--- config.mk ---
export PLATFORM = sky130hd
export DESIGN_NAME = debounce_sync_rstl
export DESIGN_NICKNAME = d
export VERILOG_FILES = /design/src/rtl/debounce_sync_rstl_pkg.sv /design/src/rtl/debounce_sync_rstl_sync.sv /design/src/rtl/debounce_sync_rstl.sv
export SDC_FILE = /design/constraint.sdc
export NUM_CORES = 1
export LEC_CHECK = 0
export BUFFER_PORTS_ARGS = -buffer_cell sky130_fd_sc_hd__buf_2
export CAP_MARGIN = 20
export CORE_MARGIN = 4
export CORE_UTILIZATION = 40
export DETAILED_ROUTE_END_ITERATION = 7
export PLACE_DENSITY = 0.69
export RECOVER_POWER = 50
export SLEW_MARGIN = 20
export SYNTH_ARGS = -nofsm -noshare
export SYNTH_HDL_FRONTEND = slang
export SYNTH_HIERARCHICAL = 1
export SYNTH_SLANG_ARGS = --single-unit
--- constraint.sdc ---
create_clock -name clk -period 1.8 [get_ports clk]
set_input_delay 0.09 -clock clk [delete_from_list [all_inputs] [get_ports clk]]
set_output_delay 0.09 -clock clk [all_outputs]
set_load 0.05 [all_outputs]
--- src/rtl/debounce_sync_rstl_pkg.sv ---
// Shared debouncer definitions: 2-bit state encodings and default sizing.
// The rise/fall edge pulses are built only when DEBOUNCE_EDGE_EN is defined.
`ifndef DEBOUNCE_DEFS_VH
`define DEBOUNCE_DEFS_VH
`define DEB_IDLE_LO 2'd0
`define DEB_WAIT_HI 2'd1
`define DEB_IDLE_HI 2'd2
`define DEB_WAIT_LO 2'd3
`endif

package debounce_sync_rstl_pkg;

    localparam int DEF_STABLE_CNT = 50000;
    localparam int DEF_CNT_W      = 16;

    typedef enum logic [1:0] {
        IDLE_LO = `DEB_IDLE_LO,
        WAIT_HI = `DEB_WAIT_HI,
        IDLE_HI = `DEB_IDLE_HI,
        WAIT_LO = `DEB_WAIT_LO
    } state_e;

endpackage

--- src/rtl/debounce_sync_rstl_sync.sv ---
// Two-flop synchronizer with synchronous active-low reset to RST_VAL.
module sync_2ff_rstl #(
    parameter logic RST_VAL = 1'b0
) (
    input  logic clk,
    input  logic rst,
    input  logic d,
    output logic q
);

    logic s1_q;
    logic s2_q;

    always_ff @(posedge clk) begin
        if (!rst) begin
            s1_q <= RST_VAL;
            s2_q <= RST_VAL;
        end else begin
            s1_q <= d;
            s2_q <= s1_q;
        end
    end

    assign q = s2_q;

endmodule

--- src/rtl/debounce_sync_rstl.sv ---
// Debouncer: synchronizer, stability counter and 4-state FSM producing a clean level,
// a busy flag and (with DEBOUNCE_EDGE_EN defined) one-cycle rise/fall pulses.
module debounce_sync_rstl
    import debounce_sync_rstl_pkg::*;
#(
    parameter int   CNT_W      = DEF_CNT_W,
    parameter int   STABLE_CNT = DEF_STABLE_CNT,
    parameter logic RST_VAL    = 1'b0
) (
    input  logic clk,
    input  logic rst,
    input  logic din,
    output logic dout,
    output logic rise,
    output logic fall,
    output logic busy
);

    localparam logic [CNT_W-1:0] CNT_LAST    = CNT_W'(STABLE_CNT - 1);
    localparam state_e           RESET_STATE = RST_VAL ? IDLE_HI : IDLE_LO;

    logic             s2;
    state_e           state_q, state_d;
    logic [CNT_W-1:0] cnt_q, cnt_d;
    logic             dout_q, dout_d;
    logic             commitHi;
    logic             commitLo;

    sync_2ff_rstl #(
        .RST_VAL(RST_VAL)
    ) u_sync (
        .clk(clk),
        .rst(rst),
        .d  (din),
        .q  (s2)
    );

    assign commitHi = (state_q == WAIT_HI) && s2  && (cnt_q == CNT_LAST);
    assign commitLo = (state_q == WAIT_LO) && !s2 && (cnt_q == CNT_LAST);

    always_comb begin
        state_d = state_q;
        cnt_d   = cnt_q;
        dout_d  = dout_q;
        case (state_q)
            IDLE_LO: begin
                if (s2) begin
                    state_d = WAIT_HI;
                    cnt_d   = '0;
                end
            end
            WAIT_HI: begin
                if (!s2) begin
                    state_d = IDLE_LO;
                    cnt_d   = '0;
                end else if (commitHi) begin
                    state_d = IDLE_HI;
                    dout_d  = 1'b1;
                    cnt_d   = '0;
                end else begin
                    cnt_d = cnt_q + CNT_W'(1);
                end
            end
            IDLE_HI: begin
                if (!s2) begin
                    state_d = WAIT_LO;
                    cnt_d   = '0;
                end
            end
            WAIT_LO: begin
                if (s2) begin
                    state_d = IDLE_HI;
                    cnt_d   = '0;
                end else if (commitLo) begin
                    state_d = IDLE_LO;
                    dout_d  = 1'b0;
                    cnt_d   = '0;
                end else begin
                    cnt_d = cnt_q + CNT_W'(1);
                end
            end
        endcase
    end

    always_ff @(posedge clk) begin
        if (!rst) begin
            state_q <= RESET_STATE;
            cnt_q   <= '0;
            dout_q  <= RST_VAL;
        end else begin
            state_q <= state_d;
            cnt_q   <= cnt_d;
            dout_q  <= dout_d;
        end
    end

    assign dout = dout_q;
    assign busy = (state_q == WAIT_HI) || (state_q == WAIT_LO);

`ifdef DEBOUNCE_EDGE_EN
    logic rise_q;
    logic fall_q;

    always_ff @(posedge clk) begin
        if (!rst) begin
            rise_q <= 1'b0;
            fall_q <= 1'b0;
        end else begin
            rise_q <= commitHi;
            fall_q <= commitLo;
        end
    end

    assign rise = rise_q;
    assign fall = fall_q;
`else
    assign rise = 1'b0;
    assign fall = 1'b0;
`endif

endmodule

# Word-level counts from Yosys, hierarchy flattened
# Cells that the tools add are included.
totals:
  regBits: 21
  inputBits: 3
op_classes:
  muxes: 19
  n_eq_ne: 12
  reduce_logical: 11
  add_sub_neg: 1
ops:
  columns: ["op", "n"]
  rows:
  - ["$mux W16", 6]
  - ["$pmux W16 S4", 1]
  - ["$add A16 B1 Y16 const B", 1]
  - ["$eq A16 B16 Y1 const B", 1]
  - ["$mux W2", 6]
  - ["$ne A2 B2 Y1 const B", 4]
  - ["$pmux W2 S4", 1]
  - ["$reduce_and A5 Y1", 1]
  - ["$eq A2 B2 Y1 const B", 2]
  - ["$logic_and A1 B1 Y1", 4]
  - ["$mux W1", 4]
  - ["$ne A2 B1 Y1 const B", 2]
  - ["$reduce_and A4 Y1", 1]
  - ["$ne A3 B2 Y1 const B", 1]
  - ["$ne A3 B3 Y1 const B", 1]
  - ["$eq A2 B1 Y1 const B", 1]
  - ["$logic_not A2 Y1", 1]
  - ["$pmux W1 S2", 1]
  - ["$reduce_and A2 Y1", 1]
  - ["$reduce_bool A2 Y1", 1]
  - ["$logic_not A1 Y1", 1]
  - ["$logic_or A1 B1 Y1", 1]

# Logic depth before layout (Yosys ltp)
depth:
  word_depth: 6
  ltp_mapped: 6
  depth_no_buf: 5

# By module
# Netlist, hierarchy kept.
by_module_without_submodules:
  columns: ["module", "seq_area_each_um2", "cells_per_inst", "n_inst", "area_per_inst_um2"]
  rows:
  - ["debounce_sync_rstl", 380.4, 131, 1, 1071.0]
  - ["sync_2ff_rstl", 40.0, 4, 1, 52.6]

# Worst setup path after synthesis
# OpenSTA, ideal clock, no wires.
synth_path:
  kind: "reg-to-reg"
  start: "register cnt_q[0]"
  end: "register cnt_q[14]"
  path_stages_with_launch: 6
  setup_ns: 0.062
  period_less_slack_ns: 1.828
  arrival_time_ns: 1.765
  setup_slack_ns: -0.028
  path_cell_list: "dfxtp_1 > ha_1 > nand3_2 > or4_1 > or4b_1 > nand3_1"
synth_between:
  elab_chain_cells: 5
  elab_cells_between_ends: 9
  cone_classes: "add/sub: 1; eq/ne: 1; mux: 5; reduce/logical: 2"
synth_rtl:
  columns: ["element", "line", "text"]
  rows:
  - ["start: declaration", "debounce_sync_rstl.sv:24", "logic [CNT_W-1:0] cnt_q, cnt_d;"]
  - ["start signal: assignment", "debounce_sync_rstl.sv:92", "cnt_q <= cnt_d;"]
  - ["branches (longest 4 deep; another with $add A16 B1 Y16)", null, null]
  - ["$pmux W16 S4 (*)", "debounce_sync_rstl.sv:45", "case (state_q)"]
# Every way passes the cells marked *.
# A chain may end at the register's enable or synchronous reset.

# Final worst setup path
layout_path:
  start: "register cnt_q[13]"
  end: "register cnt_q[14]"
# Same word-level chain as after synthesis.

==> reports/metrics.cfg <==
[clock_tree]
clock_path_buffers = 2
tritoncts = yes
clk_pin_slew_ns = 0.11
root_buffer = clkbuf_4
clock_latency_ns = 0.29
cts_buffers = 3
clock_sinks = 21
h-tree-depth = 1

[cells_and_area]
final_cell_area_um2 = 1330
layout_common_cells = a31oi_1 (17), dfxtp_1 (17), buf_4 (14)
areaGrowthSynthToFinish_pct = 17.9
fin_nets = 158
drive_gt1_frac = 0.222
regArea_um2 = 428
multiInputGateArea_um2 = 663
fillers = 239
diodes = 0

[worst_setup_path]
rr_worst_depth = 4
cp_max_fo = 6
r2r-start = cnt_q[13]
cp-end-kind = flop
reg2reg_slack_ns = 0.07
r2r-end = cnt_q[14]
startpoint = cnt_q[13]
endpoint = cnt_q[14]
cp.required_ns = 2.04
arrival_ns = 1.97
crit_type = reg2reg
crit_path_start_kind = flop

[pwr]
power_uw = 745
power.density_nw_per_um2 = 562
leakagePower_uw = 0.000442
vdd_drop_max_v = 0.000432

[global_route]
grt_pass1_vias = 1013
grt.overflow.total = 0
track_usage = 0.156
antenna_found_initial = 0
grt_pass1_wl_um = 4440
grt_max_degree = 21

[logic_synthesis]
synth_area_um2 = 1120
yosys_warnings = 6
yosysSeqAreaShare = 0.374
synth-main-ff-cell = dfxtp_1
synth_edf_count = 0
postSynthAreaPerCell_um2 = 8.32
ys_types = 39
yosys_register_bits = 21
ys_async_sr_fraction = 0
synthesis.instances = 135

[detailed_routing]
wl_per_cell_um = 14.4
drt_iter0_markers = 46
route.detailed.drc = 0
vias = 1093
ant_nets = 0
drt_pass1_iterations = 4
wirelength_um = 2640
vias_per_cell = 5.97

[sta]
tightest_slew_ns = 0.913
clock.fmax_mhz = 579
fin_skew_ns = 0.00122
tns_ns = 0
post-route-min-period_ns = 1.73
finalSetupViolCount = 0
max-slew-margin-rel = 0.387
finalCritPeriodShare = 0.959
drv_slew = 0
hold_viol = 0
hold_ws_ns = 0.0698
rsz0062_at_grt = yes
setup_slack_ns = 0.0733

[place]
place_area_um2 = 1250
dp_hpwl_um = 1940
numPortBuffers = 4
place_ws_ns = -0.0180
place_congestion = 0.756

[floorplanning]
design.die.area_um2 = 3720
start_util = 0.438
ios = 7
die_w_um = 61
core-area_um2 = 2570
placementRows = 18
chipHeight_um = 61

[hold_path]
min_path_cells = 2
min_path_type = in2reg

[outcome]
status = finished clean

[run]
drv_cap = 0

[sequential cells by signal, summed over array words and instances (netlist names), named ones only]
signal / flops
cnt_q: 16
dout: 1
u_sync/s1_q: 1
u_sync/q: 1
state_q: 1
[synth_stat cells (2+ instances only)]
cell       n  share of area
o21ai_0    3          0.013
nand3_2    2          0.018
and4bb_2   2          0.022
nor2_1     2         0.0067
nand2_1   12          0.040
and2_1     4          0.022
buf_4      2          0.013
or4_1      2          0.013
o22ai_1    4          0.022
nand3_1    9          0.040
xor2_1     2          0.016
buf_2      2         0.0089
inv_1      8          0.027
dfxtp_1   21           0.37
nand4_1    6          0.033
nor3_1     5          0.022
or4_2      2          0.016
o21a_1     2          0.013
a31oi_1   17          0.095
a21oi_1    2         0.0089
nand3b_1   4          0.027
and3_1     2          0.011
clkbuf_1   4          0.013
[timing repair]
item | CTS | global route
hold buffers | 1 | 0
gates cloned | 0 | 0
pin swaps | 1 | 6
setup endpoints to repair | 1 | 2
hold endpoints to repair | 1 | 0
buffers inserted | 0 | 2
gates resized for setup | 4 | 3
[final cells by class]
cell class / instances / share of cell area
inverter: 8 / 0.0227
tap: 30 / 0.0283
sequential: 21 / 0.323
clock buffer: 4 / 0.0198
timing repair buffer: 21 / 0.106
multi-input combinational: 99 / 0.500
[layer usage]
metal | vias up | wire length (um) | track usage
met5 | - | 0 | 0
met4 | 0 | 28 | 0.0341
met3 | 4 | 100 | 0.0426
met2 | 25 | 1290 | 0.266
met1 | 512 | 1220 | 0.198
li1 | 552 | - | -
[power by group]
| part | leakage [uW] | switching (uW) | total, uW | internal, uW |
|---|---|---|---|---|
| clock network | 0.0000150 | 135 | 222 | 86.2 |
| logic | 0.000255 | 40.0 | 52.3 | 12.3 |
| registers | 0.000172 | 3.20 | 471 | 468 |
[worst max-delay path: stages, from the launching register on]
cell and delay (ns):
dfxtp_1 0.44, nand3_1 0.10, or4_4 0.54, or4b_1 0.51, nand3_1 0.08
[stage by stage]
stage	cells	utilization
floorplan	136	-
global placement	176	0.489
detailed placement	176	0.489
CTS	181	0.512
global route	183	0.516
finish	183	0.516
[cells by family (layout without fill, tap and decap cells)]
group                    after synthesis  count (layout)  share of synthesized area
multiplexers                           1               1                    0.00891
other                                  1               2                    0.00334
flip-flops                            21              21                      0.374
XOR/XNOR                               2               2                     0.0156
adder cells (fa/ha/maj)                1               1                     0.0111
AND/OR/NAND/NOR                       59              59                      0.326
buffers and inverters                 16              33                     0.0624
AO/OA/AOI/OAI                         34              34                      0.198
[worst min-delay path by stage]
stage | from | endpoint | slack, ns
finish | rst | flop | 0.07
global route | rst | flop | 0.05
CTS | rst | flop | 0.05
detailed placement | din | u_sync/s1_q | 0.29
global placement | din | u_sync/s1_q | 0.30
floorplan | rst | flop | 0.21
(Power assumes the default switching activity.)
